[config.mk]
export PLATFORM = sky130hd
export DESIGN_NAME = alu_control_sequencer
export DESIGN_NICKNAME = d
export VERILOG_FILES = /design/src/rtl/cu_pkg.sv /design/src/rtl/reg_onehot_dec.sv /design/src/rtl/alu_control_sequencer.sv
export SDC_FILE = /design/constraint.sdc
export NUM_CORES = 1
export LEC_CHECK = 0
export BUFFER_PORTS_ARGS = -buffer_cell sky130_fd_sc_hd__buf_2
export CORE_ASPECT_RATIO = 1.25
export CORE_MARGIN = 4
export CORE_UTILIZATION = 32
export DETAILED_ROUTE_END_ITERATION = 6
export PLACE_DENSITY = 0.68
export REMOVE_ABC_BUFFERS = 1
export SLEW_MARGIN = 20
export SYNTH_ARGS = -nofsm -noshare
export SYNTH_HDL_FRONTEND = slang
export SYNTH_SLANG_ARGS = --single-unit
[constraint.sdc]
create_clock -name clk -period 1.4 [get_ports clk]
set_input_delay 0.14 -clock clk [delete_from_list [all_inputs] [get_ports clk]]
set_output_delay 0.14 -clock clk [all_outputs]
set_load 0.01 [all_outputs]
[src/rtl/cu_pkg.sv]
// Shared encodings for the hardwired control sequencer: FSM states,
// R-format opcodes, ALUControl bit positions and IR field slices.
package cu_pkg;

  localparam logic [2:0] S_IDLE = 3'd0;
  localparam logic [2:0] S_T0   = 3'd1;
  localparam logic [2:0] S_T1   = 3'd2;
  localparam logic [2:0] S_T2   = 3'd3;
  localparam logic [2:0] S_T3   = 3'd4;
  localparam logic [2:0] S_T4   = 3'd5;
  localparam logic [2:0] S_T5   = 3'd6;
  localparam logic [2:0] S_T6   = 3'd7;

  localparam logic [4:0] OP_ADD  = 5'b00011;
  localparam logic [4:0] OP_SUB  = 5'b00100;
  localparam logic [4:0] OP_AND  = 5'b00101;
  localparam logic [4:0] OP_OR   = 5'b00110;
  localparam logic [4:0] OP_SHR  = 5'b00111;
  localparam logic [4:0] OP_SHRA = 5'b01000;
  localparam logic [4:0] OP_SHL  = 5'b01001;
  localparam logic [4:0] OP_ROR  = 5'b01010;
  localparam logic [4:0] OP_ROL  = 5'b01011;
  localparam logic [4:0] OP_MUL  = 5'b01111;
  localparam logic [4:0] OP_DIV  = 5'b10000;

  localparam int ALU_W    = 12;
  localparam int ALU_ADD  = 0;
  localparam int ALU_SUB  = 1;
  localparam int ALU_AND  = 2;
  localparam int ALU_OR   = 3;
  localparam int ALU_SHR  = 4;
  localparam int ALU_SHL  = 5;
  localparam int ALU_SHRA = 6;
  localparam int ALU_ROR  = 7;
  localparam int ALU_ROL  = 8;
  localparam int ALU_MUL  = 9;
  localparam int ALU_DIV  = 10;

  localparam int OP_HI = 31, OP_LO = 27;
  localparam int RA_HI = 26, RA_LO = 23;
  localparam int RB_HI = 22, RB_LO = 19;
  localparam int RC_HI = 18, RC_LO = 15;

  // Zero result doubles as the "unsupported opcode" indication.
  function automatic logic [ALU_W-1:0] alu_onehot(input logic [4:0] op);
    logic [ALU_W-1:0] r;
    r = '0;
    case (op)
      OP_ADD:  r[ALU_ADD]  = 1'b1;
      OP_SUB:  r[ALU_SUB]  = 1'b1;
      OP_AND:  r[ALU_AND]  = 1'b1;
      OP_OR:   r[ALU_OR]   = 1'b1;
      OP_SHR:  r[ALU_SHR]  = 1'b1;
      OP_SHRA: r[ALU_SHRA] = 1'b1;
      OP_SHL:  r[ALU_SHL]  = 1'b1;
      OP_ROR:  r[ALU_ROR]  = 1'b1;
      OP_ROL:  r[ALU_ROL]  = 1'b1;
      OP_MUL:  r[ALU_MUL]  = 1'b1;
      OP_DIV:  r[ALU_DIV]  = 1'b1;
      default: r = '0;
    endcase
    return r;
  endfunction

endpackage

[src/rtl/reg_onehot_dec.sv]
// 4-bit register index to 16-bit one-hot select, gated by an enable.
module reg_onehot_dec (
  input  logic [3:0]  i_idx,
  input  logic        i_en,
  output logic [15:0] o_onehot
);
  assign o_onehot = i_en ? (16'h0001 << i_idx) : 16'h0000;
endmodule

[src/rtl/alu_control_sequencer.sv]
// Hardwired fetch/decode/execute sequencer for the bus datapath.
// CU_ILLEGAL_HALT_EN: an illegal opcode parks the FSM in IDLE until reset.
module alu_control_sequencer
  import cu_pkg::*;
#(
  parameter logic [3:0] MEM_WAIT_MAX = 4'd15
) (
  input  logic        clk,
  input  logic        clr,
  input  logic        run,
  input  logic        mem_rdy,
  input  logic [31:0] ir,
  output logic        PCout,
  output logic        MARin,
  output logic        IncPC,
  output logic        PCin,
  output logic        MDRRead,
  output logic        MDRin,
  output logic        MDRout,
  output logic        IRin,
  output logic        Yin,
  output logic        Zin,
  output logic        Zhighout,
  output logic        Zlowout,
  output logic        HIin,
  output logic        LOin,
  output logic [15:0] Rout,
  output logic [15:0] Rin,
  output logic [11:0] ALUControl,
  output logic        done,
  output logic        illegal,
  output logic        mem_timeout
);

`ifdef CU_ILLEGAL_HALT_EN
  localparam bit ILLEGAL_HALT = 1'b1;
`else
  localparam bit ILLEGAL_HALT = 1'b0;
`endif

  logic [2:0]       r_state;
  logic [3:0]       r_cnt;
  logic             r_illegal;
  logic             r_timeout;

  logic [4:0]       w_op;
  logic [3:0]       w_ra, w_rb, w_rc;
  logic [ALU_W-1:0] w_alu;
  logic             w_legal, w_muldiv;
  logic             w_unused;

  assign w_op     = ir[OP_HI:OP_LO];
  assign w_ra     = ir[RA_HI:RA_LO];
  assign w_rb     = ir[RB_HI:RB_LO];
  assign w_rc     = ir[RC_HI:RC_LO];
  assign w_alu    = alu_onehot(w_op);
  assign w_legal  = |w_alu;
  assign w_muldiv = (w_op == OP_MUL) || (w_op == OP_DIV);
  assign w_unused = ^ir[RC_LO-1:0];

  always_ff @(posedge clk or negedge clr) begin
    if (!clr) begin
      r_state   <= S_IDLE;
      r_cnt     <= 4'd0;
      r_illegal <= 1'b0;
      r_timeout <= 1'b0;
    end else begin
      case (r_state)
        S_IDLE: if (run && !(ILLEGAL_HALT && r_illegal)) r_state <= S_T0;
        S_T0:   r_state <= S_T1;
        S_T1: begin
          if (mem_rdy) begin
            r_state <= S_T2;
            r_cnt   <= 4'd0;
          end else if (r_cnt == MEM_WAIT_MAX - 4'd1) begin
            r_state   <= S_IDLE;
            r_cnt     <= 4'd0;
            r_timeout <= 1'b1;
          end else begin
            r_cnt <= r_cnt + 4'd1;
          end
        end
        S_T2:   r_state <= S_T3;
        S_T3: begin
          if (!w_legal) begin
            r_illegal <= 1'b1;
            r_state   <= (run && !ILLEGAL_HALT) ? S_T0 : S_IDLE;
          end else begin
            r_state <= S_T4;
          end
        end
        S_T4:   r_state <= S_T5;
        S_T5:   r_state <= w_muldiv ? S_T6 : (run ? S_T0 : S_IDLE);
        S_T6:   r_state <= run ? S_T0 : S_IDLE;
        default: r_state <= S_IDLE;
      endcase
    end
  end

  // T3 reads rb into Y; T4 reads rc onto the bus for the ALU.
  reg_onehot_dec u_rout_dec (
    .i_idx    ((r_state == S_T3) ? w_rb : w_rc),
    .i_en     ((r_state == S_T3) || (r_state == S_T4)),
    .o_onehot (Rout)
  );

  reg_onehot_dec u_rin_dec (
    .i_idx    (w_ra),
    .i_en     ((r_state == S_T5) && !w_muldiv),
    .o_onehot (Rin)
  );

  always_comb begin
    PCout = 1'b0; MARin = 1'b0; IncPC = 1'b0; PCin = 1'b0;
    MDRRead = 1'b0; MDRin = 1'b0; MDRout = 1'b0; IRin = 1'b0;
    Yin = 1'b0; Zin = 1'b0; Zhighout = 1'b0; Zlowout = 1'b0;
    HIin = 1'b0; LOin = 1'b0; ALUControl = '0; done = 1'b0;
    case (r_state)
      S_T0: begin PCout = 1'b1; MARin = 1'b1; IncPC = 1'b1; Zin = 1'b1; end
      S_T1: begin Zlowout = 1'b1; PCin = 1'b1; MDRRead = 1'b1; MDRin = 1'b1; end
      S_T2: begin MDRout = 1'b1; IRin = 1'b1; end
      S_T3: begin Yin = 1'b1; done = !w_legal; end
      S_T4: begin Zin = 1'b1; ALUControl = w_alu; end
      S_T5: begin Zlowout = 1'b1; LOin = w_muldiv; done = !w_muldiv; end
      S_T6: begin Zhighout = 1'b1; HIin = 1'b1; done = 1'b1; end
      default: ;
    endcase
  end

  assign illegal     = r_illegal;
  assign mem_timeout = r_timeout;

endmodule

==> run metrics <==
status finished, violations left; failing checks negative setup slack; hold path endpoint r_cnt[2]; P_sw 1190 uW; die area 0.00497 mm^2; Distinct cells, synth 50; dpl cells 324; CP Launch Type flip-flop; cell row count 25; CORE AREA 0.00378 mm^2; DRT Wirelength 4180 um; critical path startpoint r_state[1]; Main synth FF type dfrtp_1; Worst R2R Setup Slack -80 ps; WL/cell 12.5 um; GRT Resource Usage Total 16.3%; port buffer count 80; Layout fillers 352; GR Overflow Total 0; Hold Path Depth 2; Final Cycle Share 136%; DR iter-0 viols 21; final net count 319; fin cells 334; antenna violations before repair 0; layout overhead on the synthesized area 75.0%; hold_ws 161 ps; Reg-to-Reg End r_cnt[3]; Clk network pwr share 11.5%; final worst slack -500 ps; Cell Chain, Critical Path nor3b_2 > buf_4 > mux2_2 > and3_1 > buf_2; Die Y-Extent 77.8 um; Critical Path Max Stage Delay 400 ps; CTS tree built; delay-heaviest family, CP flip-flops; VDD IR max 0.000766 V; clock-pin slew on the worst setup and hold paths 50 ps; starting density of the core 33.0%; Hold Crit Class input pin to flip-flop; Logic pwr share 72.6%; routability cong. 0.816; post-synthesis xor/xnor area fraction 0%; HPWL Detailed 3180 um; vias in the first global route 1598; ant diodes 0; share of layout cells above drive strength 1 64.6%; vias per inst 4.78; Post-synth EDFFs 0; Tmin final 1900 ps; reg-to-reg startpoint r_state[0]; Worst EP required 1260 ps; post-synthesis compound-gate area fraction 13.3%; CTS sink count 9; slowest CP cell dfrtp_1; P_leak 0.00117 uW; first-pass GRT wire length 6860 um; Worst Path Max Fanout 5; Synth Instances 170; switching share of power 43.6%; Yosys Warn Count 0; CP Data Arrival Time 1760 ps; CP endpoint kind primary output; CTS buffer count 3; async set-reset flop share out of synthesis 100%; fin. max-slew vios 0; Final Hold Fails 0; HP Start mem_rdy; Pwr per Cell Area 1250 mW/mm^2; Synth Area in Adders 2.01%; Die Wd 63.8 um; boundary pin count 97; number of max-cap violations 0; unrepaired setup endpoints after global routing yes; final antenna-violating net count 0; FMAX 526 MHz; largest net degree at the start of global routing 16; drt drc 0; Seq cells post-synth 9; worst r2r path cells 6; CTS HTree Levels 1; Setup CP Type flip-flop to primary output; Clock Skew 0.420 ps; main combinational cell family by area after synthesis simple AND/OR/NAND/NOR gates; Flop pwr share 15.9%; TNS Setup -16920 ps; Internal 1540 uW; synthesized cell area 0.00125 mm^2; DRT Pass-1 Iters 4; Simple-Gate Fraction of Synth Area 48.9%; Seq/Total Area, Yosys 18.1%; WP buf/inv 2; Vias 1598; insertion delay to the later sink of the worst-skew pair 240 ps; Mean Syn Cell Area 7.34 um^2; clk root buf clkbuf_8; multiplexer share of the synthesized area 7.52%; Max clock buf depth 2; final setup fails 59
-- state kept, by name, summed over array words and instances (netlist names) --
signal / flops
r_cnt: 4
mem_timeout: 1
illegal: 1
r_state: 3
-- synthesized netlist by cell type (3+ instances only) --
master,count,area [um^2]
and3_1,5,31.3
a21oi_1,3,15.0
nor3_1,11,55.1
nand2b_1,6,37.5
buf_4,9,67.6
nand2_1,16,60.1
nor4_1,3,18.8
mux2_2,3,33.8
o21ai_0,4,20.0
mux2i_1,6,60.1
nor2_1,36,135
dfrtp_1,9,225
nor2b_1,5,31.3
inv_1,7,26.3
-- placed cells by master, fill, tap and decap left out, drive strengths merged, types with 2 or more instances in the layout --
master	instances
nor3b	3
or2	2
mux2i	6
ha	2
dfrtp	9
a21o	2
o41ai	2
nand2	16
nand3	4
and2b	2
buf	117
a21oi	4
o22ai	2
nor3	11
and2	2
nand2b	7
nor2	36
nor4	3
inv	7
or2b	3
o21ai	6
nand3b	3
clkbuf	4
nor2b	5
mux2	3
and3	5
-- cells by family after synthesis --
logic type,after synthesis
fa+ha+maj,2
simple gates,108
mux,9
buf+inv,19
other cells,1
flops,9
compound gates,22
-- power groups by stage --
stage | clock network [uW] | logic, uW | registers, uW
floorplan | 0 | 743 | 527
global placement | 0 | 1600 | 426
detailed placement | 0 | 1620 | 434
CTS | 320 | 1850 | 428
global route | 341 | 2180 | 445
finish | 314 | 1980 | 432
-- worst reg2reg max path, stage by stage, from the launching register on --
cell and delay [ps]:
dfrtp_1 400, buf_4 170, nand2b_4 140, or2_4 260, buf_4 160, o21ai_2 140
o41ai_2 80
-- stage by stage --
step                      setup WS [ps]  power, uW  area [um^2]  util [%]
after floorplan                    -711       1270         1150         -
after detailed placement           -244       2050         1860      49.1
after CTS                          -460       2600         2050      54.0
after global routing               -607       2970         2180      57.7
final                              -500       2720         2180      57.7
after global placement             -205       2020         1860      49.1
-- worst max path at each step --
stage	cells after the start	slack [ps]	end
floorplan	3	-710	Rout[1]
global route	7	-610	Rout[6]
finish	5	-500	Rout[11]
detailed placement	5	-240	Rout[1]
global placement	5	-200	Rout[4]
CTS	5	-460	Rout[11]
-- timing repair --
item / CTS / global route
hold endpoints to repair: 9 / 0
cloned: 1 / 0
hold buffers: 1 / 0
setup endpoints to repair: 62 / 63
buffers inserted: 2 / 2
gates resized for setup: 27 / 33
pin swaps: 5 / 9
-- metal layers --
layer / track usage, % / share of wire (%)
met5: 0 / 0
met2: 31.1 / 55
met1: 18.0 / 37
met4: 4.54 / 1.1
met3: 2.75 / 6.8
-- area by class of cell --
| type | count | area, um^2 | share of cell area [%] |
|---|---|---|---|
| Multi-Input combinational cell | 142 | 1110 | 50.9 |
| Tap cell | 54 | 67.6 | 3.09 |
| Sequential cell | 9 | 225 | 10.3 |
| Inverter | 7 | 28.8 | 1.32 |
| Timing Repair Buffer | 118 | 704 | 32.3 |
| Clock buffer | 4 | 45.0 | 2.06 |
Note: power is estimated with default switching activity, not from simulation.
